==> src/rtl/resv_pkg.sv <==
// rtl/resv_pkg.sv - shared defaults, types and address-compare helper for the LR/SC reservation table (optional RESV_TIMEOUT_EN)
package resv_pkg;

  // Default configuration of the table; the top-level parameters start from these.
  localparam int RESV_NUM_THREADS    = 16;
  localparam int RESV_ADDR_WIDTH     = 12;
  localparam int RESV_GRANULE_LOG2   = 2;
  localparam int RESV_TIMEOUT_CYCLES = 64;
  localparam int HART_W              = $clog2(RESV_NUM_THREADS);

  // Widest address the compare helper accepts; callers zero-extend into it.
  localparam int MATCH_W = 64;

`ifdef RESV_TIMEOUT_EN
  localparam int CNT_W = $clog2(RESV_TIMEOUT_CYCLES + 1);
`endif

  // Memory operation seen by the table in one cycle.
  typedef enum logic [1:0] {
    NONE = 2'd0,
    LR   = 2'd1,
    SC   = 2'd2,
    ST   = 2'd3
  } resv_op_e;

  // Contents of one reservation slot in the default configuration.
  typedef struct packed {
    logic                       valid;
    logic [RESV_ADDR_WIDTH-1:0] addr;
`ifdef RESV_TIMEOUT_EN
    logic [CNT_W-1:0]           cnt;
`endif
  } resv_entry_t;

  // Two addresses hit the same reservation granule when they agree above the low g bits.
  function automatic logic granule_match(input logic [MATCH_W-1:0] a,
                                         input logic [MATCH_W-1:0] b,
                                         input int unsigned        g);
    return (a >> g) == (b >> g);
  endfunction

endpackage

==> src/rtl/resv_entry.sv <==
// rtl/resv_entry.sv - one reservation slot: valid bit, reserved address, optional lifetime counter (RESV_TIMEOUT_EN)
module resv_entry
  import resv_pkg::*;
#(
  parameter int ADDR_WIDTH   = RESV_ADDR_WIDTH,
  parameter int GRANULE_LOG2 = RESV_GRANULE_LOG2
`ifdef RESV_TIMEOUT_EN
  ,
  parameter int TIMEOUT_CYCLES = RESV_TIMEOUT_CYCLES
`endif
) (
  input  logic                  clk,
  input  logic                  reset,
  input  logic [ADDR_WIDTH-1:0] i_addr,
  input  logic                  i_set,
  input  logic                  i_clear,
  input  logic                  i_flush,
  output logic                  o_valid,
  output logic                  o_match
);

  logic                  valid_q;
  logic [ADDR_WIDTH-1:0] addr_q;
  logic                  clear_any;

`ifdef RESV_TIMEOUT_EN
  localparam int CW = $clog2(TIMEOUT_CYCLES + 1);

  logic [CW-1:0] cnt_q;
  logic          expire;

  // The LR cycle itself is the first cycle of the lifetime, so the counter starts one
  // below the lifetime and the entry dies on the edge where it would step from 1 to 0.
  assign expire    = valid_q && (cnt_q == CW'(1));
  assign clear_any = i_clear | expire;

  // Lifetime counter: reload on LR, count down while the reservation is held.
  always_ff @(posedge clk) begin
    if (i_set) begin
      cnt_q <= CW'(TIMEOUT_CYCLES - 1);
    end else if (valid_q && (cnt_q != '0)) begin
      cnt_q <= cnt_q - CW'(1);
    end
  end
`else
  assign clear_any = i_clear;
`endif

  // Valid bit with priority reset > flush > clear > set.
  always_ff @(posedge clk) begin
    if (reset) begin
      valid_q <= 1'b0;
    end else if (i_flush) begin
      valid_q <= 1'b0;
    end else if (clear_any) begin
      valid_q <= 1'b0;
    end else if (i_set) begin
      valid_q <= 1'b1;
    end
  end

  // Reserved address is only meaningful while valid, so it carries no reset.
  always_ff @(posedge clk) begin
    if (i_set) begin
      addr_q <= i_addr;
    end
  end

  assign o_valid = valid_q;
  assign o_match = valid_q &&
                   granule_match(MATCH_W'(addr_q), MATCH_W'(i_addr), GRANULE_LOG2);

endmodule

==> src/rtl/reservation_table.sv <==
// rtl/reservation_table.sv - per-hart LR/SC reservation table with registered SC result (optional RESV_TIMEOUT_EN)
module reservation_table
  import resv_pkg::*;
#(
  parameter int NUM_THREADS    = RESV_NUM_THREADS,
  parameter int ADDR_WIDTH     = RESV_ADDR_WIDTH,
  parameter int GRANULE_LOG2   = RESV_GRANULE_LOG2,
  parameter int TIMEOUT_CYCLES = RESV_TIMEOUT_CYCLES
) (
  input  logic                           clk,
  input  logic                           reset,
  input  logic [ADDR_WIDTH-1:0]          i_addr,
  input  logic                           i_store_op,
  input  logic                           i_store_cond_op,
  input  logic                           i_load_reserved_op,
  input  logic [$clog2(NUM_THREADS)-1:0] i_mhartid,
  input  logic                           i_flush,
  input  logic [$clog2(NUM_THREADS)-1:0] i_flush_hart,
  output logic                           o_sc_success,
  output logic [NUM_THREADS-1:0]         o_resv_valid
);

  // Reject configurations the hart decode or the lifetime counter cannot represent.
  if (NUM_THREADS < 2 || (NUM_THREADS & (NUM_THREADS - 1)) != 0) begin : g_bad_threads
    $error("reservation_table: NUM_THREADS must be a power of two >= 2");
  end
  if (GRANULE_LOG2 < 0 || GRANULE_LOG2 >= ADDR_WIDTH) begin : g_bad_granule
    $error("reservation_table: GRANULE_LOG2 must lie in [0, ADDR_WIDTH)");
  end
  if (TIMEOUT_CYCLES < 2) begin : g_bad_timeout
    $error("reservation_table: TIMEOUT_CYCLES must be >= 2");
  end

  resv_op_e               op;
  logic [NUM_THREADS-1:0] hart_sel;
  logic [NUM_THREADS-1:0] flush_sel;
  logic [NUM_THREADS-1:0] set_vec;
  logic [NUM_THREADS-1:0] clear_vec;
  logic [NUM_THREADS-1:0] match_vec;
  logic [NUM_THREADS-1:0] valid_vec;
  logic                   sc_hit;
  logic                   sc_success_q;

  // Collapse the three op strobes into one operation code.
  always_comb begin
    op = NONE;
    if (i_load_reserved_op) begin
      op = LR;
    end else if (i_store_cond_op) begin
      op = SC;
    end else if (i_store_op) begin
      op = ST;
    end
  end

  // One-hot select of the issuing hart and of the hart being flushed.
  always_comb begin
    hart_sel               = '0;
    flush_sel              = '0;
    hart_sel[i_mhartid]    = 1'b1;
    flush_sel[i_flush_hart] = i_flush;
  end

  // The SC sees the issuing hart's entry before any flush of this cycle lands.
  assign sc_hit = match_vec[i_mhartid];

  // Per-entry set/clear strobes: LR sets its own entry; SC always drops its own
  // entry and, on success, every other entry covering the same granule; a store
  // drops every entry covering its granule, its own included.
  always_comb begin
    set_vec   = '0;
    clear_vec = '0;
    case (op)
      LR:      set_vec   = hart_sel;
      SC:      clear_vec = hart_sel | (sc_hit ? match_vec : '0);
      ST:      clear_vec = match_vec;
      default: begin
      end
    endcase
  end

  for (genvar e = 0; e < NUM_THREADS; e++) begin : g_entry
    resv_entry #(
      .ADDR_WIDTH   (ADDR_WIDTH),
      .GRANULE_LOG2 (GRANULE_LOG2)
`ifdef RESV_TIMEOUT_EN
      ,
      .TIMEOUT_CYCLES (TIMEOUT_CYCLES)
`endif
    ) u_entry (
      .clk     (clk),
      .reset   (reset),
      .i_addr  (i_addr),
      .i_set   (set_vec[e]),
      .i_clear (clear_vec[e]),
      .i_flush (flush_sel[e]),
      .o_valid (valid_vec[e]),
      .o_match (match_vec[e])
    );
  end

  // SC result register: a one-cycle pulse after a successful SC, zero otherwise.
  always_ff @(posedge clk) begin
    if (reset) begin
      sc_success_q <= 1'b0;
    end else begin
      sc_success_q <= (op == SC) && sc_hit;
    end
  end

  assign o_sc_success = sc_success_q;
  assign o_resv_valid = valid_vec;

endmodule

==> config.mk <==
export PLATFORM = sky130hd
export DESIGN_NAME = reservation_table
export DESIGN_NICKNAME = d
export VERILOG_FILES = /design/src/rtl/resv_pkg.sv /design/src/rtl/resv_entry.sv /design/src/rtl/reservation_table.sv
export SDC_FILE = /design/constraint.sdc
export NUM_CORES = 1
export LEC_CHECK = 0
export ABC_AREA = 1
export BUFFER_PORTS_ARGS = -buffer_cell sky130_fd_sc_hd__buf_2
export CORE_MARGIN = 2
export CORE_UTILIZATION = 35
export CTS_BUF_LIST = sky130_fd_sc_hd__clkbuf_16
export DETAILED_ROUTE_END_ITERATION = 16
export PLACE_DENSITY = 0.53
export SLEW_MARGIN = 20
export SYNTH_ARGS = -nofsm -noshare
export SYNTH_HDL_FRONTEND = slang
export SYNTH_SLANG_ARGS = --single-unit
==> constraint.sdc <==
create_clock -name clk -period 3.6 [get_ports clk]
set_input_delay 0.54 -clock clk [delete_from_list [all_inputs] [get_ports clk]]
set_output_delay 0.54 -clock clk [all_outputs]
set_load 0.01 [all_outputs]
==> qor.yml <==
final_layout:
  syn2layout_area_growth_pct: 9.63
  fillers: 2612
  n_antenna_cell: 0
  post-route-util_pct: 39.0
  final_cell_mix: "nand2_1, edfxtp_1, inv_1"
  drive_above_1_share_pct: 9.62
  layout_commonest_cell: "nand2_1"
  fin_nets: 1125
global_routing:
  track_usage_pct: 18.0
  grt_overflow: 0
  antenna_found_initial: 0
  grt_pass1_vias: 6469
  grt_pass1_wl_um: 37700
  grt_max_degree: 28
yosys:
  synth_top_area_share_pct: 51.8
  synth_cell_types: 38
  synth_compound_area_share_pct: 4.61
  yosysWarnings: 0
  synth_top_family_by_area: "simple AND/OR/NAND/NOR gates"
  yosys_register_bits: 177
  muxShareOfSynthArea_pct: 0
  syn_area_per_cell_sq_um: 8.64
  synthSimpleGateAreaFrac_pct: 25.5
  ys_seq_area_share_pct: 55.4
  synth-xor-area-share_pct: 3.76
  synth.cell_area_sq_mm: 0.00928
  synth_nets: 1100
  syn_inst: 1074
  yosys-top-cells-area: "edfxtp_1, nand2_1, inv_1, nor2_1, dfxtp_1"
  synth_area_leader_cell: "edfxtp_1"
  synth_fa_ha_area_share_pct: 0
worst_setup_path:
  required_ps: 3900
  critPathKind: "in2reg"
  cp_max_fo: 23
  crit-reg2reg-capture: "g_entry[1].u_entry.o_valid"
  start_kind: "input pin"
  r2r_slack_ps: 1580
  r2r_start: "g_entry[0].u_entry.o_valid"
  cp-end-kind: "register"
  r2r.worst_path.cells: 14
  arrival_ps: 2760
job:
  drv_cap: 0
timing:
  finalSetupTns_ps: 0
  finalCriticalPeriod_ps: 2450
  max_clock_freq_ghz: 0.407
  worst_pin_slew_ps: 656
  fin_crit_sh_pct: 68.2
  hold_viol: 0
  slew_headroom_pct: 56.3
  drv_slew: 0
  setup_viol: 0
  fin_skew_ps: 9.81
  rsz0062_at_grt: "false"
routing:
  wire_per_inst_um: 17.1
  postRouteAntennaNets: 0
  vias: 6906
  firstDrtPassIters: 6
  drtIter0Drc: 475
  wl_um: 24700
  viasPerCell: 4.77
  drc: 0
floorplan:
  dieArea_sq_mm: 0.0278
  die_x_um: 167
  start_util_pct: 35.6
  fp-row-count: 59
  fp.dieH_um: 167
  fp.coreArea_sq_mm: 0.0261
  ios: 43
power_and_ir_drop:
  power.leakage_nw: 4.52
  p_sw_mw: 1.08
  vdd_ir_drop_max_v: 0.000319
  pwr-share-seq_pct: 52.1
  pwr_density_cell_mw_per_mm2: 434
  p_clk_share_pct: 39.3
  combPwrFrac_pct: 8.7
  switching_share_pct: 24.5
  intPower_mw: 3.33
clocking:
  cts_resized: 0
  clkTransAtPathRegs_ps: 60
  numCtsBuffers: 17
  htreeDepth: 4
  post_cts_buffers: 0
  cts_tree: "yes"
  ctsLongestPathBuffers: 2
  postCtsHoldBufs: 0
  root_buffer: "clkbuf_16"
  clk_latency_ps: 430
  cts_sinks: 177
placement:
  dpl.hpwl_um: 16300
  port_buffers: 40
  gp_congestion: 0.909
worst_hold_path:
  worstHoldPathCells: 2
  whs_endpoint: "o_sc_success"
  min-delay-start: "reset"
  min_path_type: "in2reg"
outcome:
  status: "complete, no violations"
how the worst max path moves through the flow:
stage               startpoint                           to  slack [ps]
global placement    i_addr[10]  g_entry[13].u_entry.o_valid         740
global route         i_addr[8]  g_entry[12].u_entry.o_valid         940
floorplan            i_addr[7]   g_entry[6].u_entry.o_valid        1540
CTS                  i_addr[8]   g_entry[1].u_entry.o_valid        1170
finish              i_addr[10]   g_entry[1].u_entry.o_valid        1150
detailed placement   i_addr[8]   g_entry[4].u_entry.o_valid         720
power groups by stage:
stage	clock network, mW	logic (mW)	registers, mW
floorplan	0	0.254	2.34
global placement	0	0.382	2.34
detailed placement	0	0.384	2.35
CTS	1.76	0.386	2.30
global route	1.85	0.428	2.30
finish	1.73	0.383	2.30
synthesized netlist by cell type:
master / number
nand2_1: 373
edfxtp_1: 160
inv_1: 156
nor2_1: 111
nand3_1: 27
o21ai_0: 24
xnor2_1: 24
nand4_1: 22
buf_4: 20
dfxtp_1: 17
buf_6: 14
xor2_1: 14
a21oi_1: 12
nor3_1: 12
inv_2: 10
buf_2: 9
or2_2: 9
o2111ai_1: 8
o22ai_1: 7
a21boi_0: 5
nor4_1: 5
o221ai_1: 5
clkbuf_1: 4
nand3b_1: 3
nor3b_1: 3
o21ai_1: 3
or2_1: 3
nor2_2: 2
o211ai_1: 2
or2_0: 2
a21boi_1: 1
a22oi_1: 1
nand2_4: 1
nand3_2: 1
nor3_2: 1
nor4b_1: 1
o21a_1: 1
xnor2_2: 1
registers in the layout (all words and copies together) (netlist names):
| signal | flops |
|---|---|
| g_entry.u_entry.addr_q | 160 |
| g_entry.u_entry.o_valid | 16 |
| o_sc_success | 1 |
logic make-up (layout without fill, tap and decap cells):
family	Yosys count	after routing
xor+xnor	39	39
compound gates	69	69
flops	177	177
buf+inv	213	251
simple gates	576	576
per-layer routing:
layer | vias to the layer above | part of all wire [%] | GRT usage, %
li1 | 3454 | - | -
met1 | 3272 | 47 | 24.5
met2 | 142 | 47 | 29.3
met3 | 38 | 3.4 | 2.92
met4 | 0 | 2.4 | 6.33
met5 | - | 0 | 0
critical path: stages:
cell and delay [ps]:
buf_2 510, inv_2 270, nand2_1 160, nand2_1 60, nor3_1 130, nand3_1 160, nand2_1 100, nand2_1 60
nor2_1 100, nor2_1 50, nor2_2 100, nand3_2 110, nand2_4 210, nand2_1 70, nand2_1 60, nor2_1 40
final cells by class:
class,count,area [sq um],share of cell area [%]
clock buffers,17,425,4.18
multi-input cells,684,3140,30.9
repair buffers,53,298,2.93
inverters,166,623,6.13
flip-flops and latches,177,5140,50.6
clock inverters,15,119,1.17
well taps,335,419,4.12
through the flow:
step                      worst slack (ps)  hold WS, ps  instance area (sq um)  std cells  power [mW]
after floorplan                       1540          511                   9280       1074        2.59
after global placement                 745          579                   9630       1415        2.73
after global routing                   944          465                  10200       1447        4.58
final                                 1150          470                  10200       1447        4.42
after CTS                             1170          449                  10200       1447        4.45
after detailed placement               719          577                   9630       1415        2.73
Note: power is estimated with default switching activity, not from simulation.
